[src/rtl/regfile_dump.sv]
// Debug reader: walks every register-file entry through one synchronous read
// port and streams each word MSB-first as bytes over a valid/ready interface.
module regfile_dump #(
    parameter int NUM_REGS = 32,
    parameter int ADDR_W   = 5,
    parameter int DATA_W   = 32
) (
    input  logic              clk,
    input  logic              reset,
    input  logic              start,
    output logic [ADDR_W-1:0] rf_addr,
    input  logic [DATA_W-1:0] rf_data,
    output logic [7:0]        tx_data,
    output logic              tx_valid,
    input  logic              tx_ready,
    output logic              busy,
    output logic              done
);

    localparam int BYTES_PER_WORD = DATA_W / 8;
    localparam int BCNT_W         = (BYTES_PER_WORD > 1) ? $clog2(BYTES_PER_WORD) : 1;
    localparam logic [ADDR_W-1:0] LAST_REG  = ADDR_W'(NUM_REGS - 1);
    localparam logic [BCNT_W-1:0] LAST_BYTE = BCNT_W'(BYTES_PER_WORD - 1);

    typedef enum logic [2:0] {
        S_IDLE,
        S_ISSUE,
        S_CAPTURE,
        S_SEND,
        S_DONE
    } state_t;

    state_t              state_reg;
    logic [ADDR_W-1:0]   reg_cnt_reg;
    logic [BCNT_W-1:0]   byte_cnt_reg;
    logic [DATA_W-1:0]   shift_reg;
    logic [DATA_W-1:0]   shift_next;
    logic                tx_valid_reg;
    logic                busy_reg;
    logic                done_reg;

    // Shift left by one byte lane; the vacated low lane fills with zero.
    generate
        for (genvar gi = 0; gi < BYTES_PER_WORD; gi++) begin : g_lane
            if (gi == 0) begin : g_low
                assign shift_next[7:0] = 8'h00;
            end else begin : g_up
                assign shift_next[8*gi +: 8] = shift_reg[8*(gi-1) +: 8];
            end
        end
    endgenerate

    // The address counter doubles as the read address, so it stays stable
    // across ISSUE, CAPTURE and SEND of the current register.
    assign rf_addr  = reg_cnt_reg;
    assign tx_data  = shift_reg[DATA_W-1 -: 8];
    assign tx_valid = tx_valid_reg;
    assign busy     = busy_reg;
    assign done     = done_reg;

    always_ff @(posedge clk) begin
        if (reset) begin
            state_reg    <= S_IDLE;
            reg_cnt_reg  <= '0;
            byte_cnt_reg <= '0;
            shift_reg    <= '0;
            tx_valid_reg <= 1'b0;
            busy_reg     <= 1'b0;
            done_reg     <= 1'b0;
        end else begin
            case (state_reg)
                S_IDLE: begin
                    done_reg <= 1'b0;
                    if (start) begin
                        reg_cnt_reg <= '0;
                        busy_reg    <= 1'b1;
                        state_reg   <= S_ISSUE;
                    end
                end
                S_ISSUE: begin
                    state_reg <= S_CAPTURE;
                end
                S_CAPTURE: begin
                    shift_reg    <= rf_data;
                    byte_cnt_reg <= '0;
                    tx_valid_reg <= 1'b1;
                    state_reg    <= S_SEND;
                end
                S_SEND: begin
                    if (tx_ready) begin
                        shift_reg <= shift_next;
                        if (byte_cnt_reg == LAST_BYTE) begin
                            tx_valid_reg <= 1'b0;
                            if (reg_cnt_reg == LAST_REG) begin
                                busy_reg  <= 1'b0;
                                done_reg  <= 1'b1;
                                state_reg <= S_DONE;
                            end else begin
                                reg_cnt_reg <= reg_cnt_reg + ADDR_W'(1);
                                state_reg   <= S_ISSUE;
                            end
                        end else begin
                            byte_cnt_reg <= byte_cnt_reg + BCNT_W'(1);
                        end
                    end
                end
                S_DONE: begin
                    done_reg  <= 1'b0;
                    state_reg <= S_IDLE;
                end
                default: begin
                    state_reg <= S_IDLE;
                end
            endcase
        end
    end

endmodule

[config.mk]
export PLATFORM = sky130hd
export DESIGN_NAME = regfile_dump
export DESIGN_NICKNAME = d
export VERILOG_FILES = /design/src/rtl/regfile_dump.sv
export SDC_FILE = /design/constraint.sdc
export NUM_CORES = 1
export LEC_CHECK = 0
export CAP_MARGIN = 10
export CORE_MARGIN = 2
export CORE_UTILIZATION = 51
export CTS_BUF_LIST = sky130_fd_sc_hd__clkbuf_4 sky130_fd_sc_hd__clkbuf_8
export CTS_CLUSTER_DIAMETER = 150
export CTS_CLUSTER_SIZE = 30
export DETAILED_ROUTE_END_ITERATION = 12
export GPL_TIMING_DRIVEN = 1
export PLACE_DENSITY_LB_ADDON = 0.12
export REMOVE_ABC_BUFFERS = 1
export SYNTH_ARGS = -nofsm -noshare
export SYNTH_HDL_FRONTEND = slang
export SYNTH_SLANG_ARGS = --single-unit
[constraint.sdc]
create_clock -name clk -period 2.1 [get_ports clk]
set_input_delay 0.42 -clock clk [delete_from_list [all_inputs] [get_ports clk]]
set_output_delay 0.42 -clock clk [all_outputs]
set_load 0.02 [all_outputs]
==> impl_metrics.ini <==
[sta]
fin_crit_ns = 1.88
setup_tns_ns = 0
clock_skew_ns = 0.00949
rsz0062_at_grt = no
tightestPinTransition_ns = 0.630
max-slew-margin-rel_pct = 57.9
slew_viol_final = 0
setup_viol = 0
timing.final.crit_share_pct = 89.7
finalHoldViolCount = 0
fmax_mhz = 531

[global_routing]
grt_pass1_wl_mm = 8.25
grt-ovfl-total = 0
grt_pass1_vias = 1806
grt_max_degree = 27
antenna_found_initial = 0
grt_usage_pct = 23.8

[placement]
gp_congestion = 0.794
io_buffer_count = 51
dpl.hpwl_mm = 3.52
dp.cells = 345

[clocking]
clock_sinks = 45
clkSlewWorstSetupHoldPaths_ns = 0.08
clk_path_buf_depth = 2
insertion_delay_ns = 0.30
numCtsBuffers = 5
cts_root_buffer = clkbuf_8
cts_tree = done
postCtsSetupRepairBufs = 0
cts_hold_buf = 0
htree_levels = 2
cts_resized = 0

[final_layout]
drive_gt1_share_pct = 9.27
largest_register_ffs = 32
regArea_um2 = 901
final_common_cell = nand2_1
area_growth_pct = 30.1
fin_nets = 341
layout_common_cells = nand2_1, clkdlybuf4s50_1, dfxtp_1
nFillCells = 353
multi_input_area_um2 = 1020
finalNonFillerCells = 352
antennaDiodeCount = 0

[power_and_ir_drop]
p_int_mw = 1.43
power_density_nw_per_um2 = 700
seqPwrFrac_pct = 49.3
power.leakage_nw = 1.00
power_frac_comb_pct = 17.6
vdd_drop_max_uv = 511
power.switching_mw = 0.494
p_sw_share_pct = 25.7
clockPowerShare_pct = 33.1

[drt]
post_drt_wl_per_cell_um = 14.7
wl_mm = 5.17
vias_per_cell = 5.63
drt_iter0_drc = 105
ant_nets = 0
first_pass_iters = 4
dr_total_vias = 1981
drcViolationCount = 0

[synthesis]
syn_area_per_cell_um2 = 8.15
synthMuxAreaShare_pct = 0
synthAdderAreaFrac_pct = 1.78
yosysUniqueCellTypes = 33
netlist.area_leader.share_pct = 42.7
synth-xor-area-share_pct = 0
synth_top_family_by_area = compound AO/OA/AOI/OAI gates
synth-seq-cells = 45
yosysWarnings = 0
synth-compound-area-share_pct = 24.9
synthSimpleGateAreaFrac_pct = 21.3
syn_area_um2 = 2110
yosys-top-cells-area = dfxtp_1, nand2_1, a311oi_1
synthCells = 259
yosysSeqAreaShare_pct = 42.7
yosys.area.top_type = dfxtp_1

[setup_path]
critPathRequiredTime_ns = 2.32
cpMaxStageDelayCell = or4_1
critPathMaxStageDelay_ns = 0.48
worst-setup-path-type = reg2reg
cp_cell_sequence = ha_1 -> and3_1 -> ha_1 -> nand3b_1 -> or4_1 -> a31oi_1
end_kind = flip-flop
worstSetupStartpointType = flip-flop
worst_path_most_repeated_cell = ha_1
crit_arrival_ns = 2.11
crit_fanout = 5

[outcome]
outcome = finished, final reports clean

[hold_path]
hold_class = reg2reg

[floorplan]
ioPinCount = 52
design.core.area_um2 = 4000
die_h_um = 68.4
die_width_um = 68.4
initial_utilization_pct = 52.8
die_area_um2 = 4670
num_rows = 23

[flow_run]
drv_cap = 0
-- layout make-up --
class	count	area share, %
multi-input cells	176	37.0
flip-flops and latches	45	32.8
repair buffers	69	23.5
clock buffers	5	2.50
well taps	50	2.28
clock inverters	2	1.28
inverters	5	0.683
-- worst paths after layout --
| kind | depth (start not counted) | slack (ns) | to | from |
|---|---|---|---|---|
| worst max register to register | 6 | 0.22 | rf_addr[3] | rf_addr[0] |
| worst min-delay path | 2 | 0.46 | done | done |
| worst max-delay path | 6 | 0.22 | rf_addr[3] | rf_addr[0] |
| worst min register to register | 2 | 0.46 | done | done |
-- power by group through the flow --
stage / sequential (mW) / combinational, mW / clock (mW)
after floorplan: 0.981 / 0.139 / 0
after global placement: 0.965 / 0.334 / 0
after detailed placement: 0.967 / 0.340 / 0
after CTS: 0.947 / 0.341 / 0.642
after global routing: 0.955 / 0.371 / 0.680
final: 0.948 / 0.339 / 0.636
-- critical path, delay by kind of cell (launching register included) --
family                   cells  cell delay, ns
flip-flops                   1            0.35
adder cells (fa/ha/maj)      2            0.43
AND/OR/NAND/NOR              3            0.86
AO/OA/AOI/OAI                1            0.16
-- per-layer routing --
metal | up-vias | GRT usage, % | routed length (um)
li1 | 1008 | - | -
met1 | 925 | 31.6 | 2490
met2 | 40 | 37.1 | 2400
met3 | 8 | 5.59 | 185
met4 | 0 | 9.00 | 91
met5 | - | 0 | 0
-- stage by stage --
step / worst slack, ns / power, mW / util [%] / hold slack [ns] / instance area (um2)
6_report: 0.217 / 1.92 / 68.7 / 0.457 / 2750
5_1_grt: 0.0844 / 2.01 / 68.7 / 0.487 / 2750
4_1_cts: 0.217 / 1.93 / 68.7 / 0.461 / 2750
3_5_place_dp: 0.142 / 1.31 / 66.1 / 0.447 / 2640
3_3_place_gp: 0.179 / 1.30 / 66.1 / 0.446 / 2640
2_1_floorplan: 0.0566 / 1.12 / - / 0.444 / 1930
-- cell families (layout without fill, tap and decap cells) --
group,Yosys count,count (layout)
adders and majority gates,3,3
and+or+nand+nor,94,94
buffers and inverters,38,81
DFF,45,45
AOI/OAI and AO/OA,79,79
-- cell usage after synthesis (all sizes together) --
library cell	instances
nor4	1
ha	3
dfxtp	45
or4	2
buf	18
nor2b	4
o211ai	2
nor3b	1
nand4	3
nand3b	2
nand2	60
o21ai	8
a2111o	2
and4	1
o41ai	1
nand3	5
nor2	4
and3b	1
clkbuf	15
a311oi	24
or2b	1
a31oi	4
a21oi	34
inv	5
nand2b	3
o2111ai	3
a211oi	1
nand4b	2
or4b	1
nor3	1
and3	2
Power figures use the tool's default switching activity.
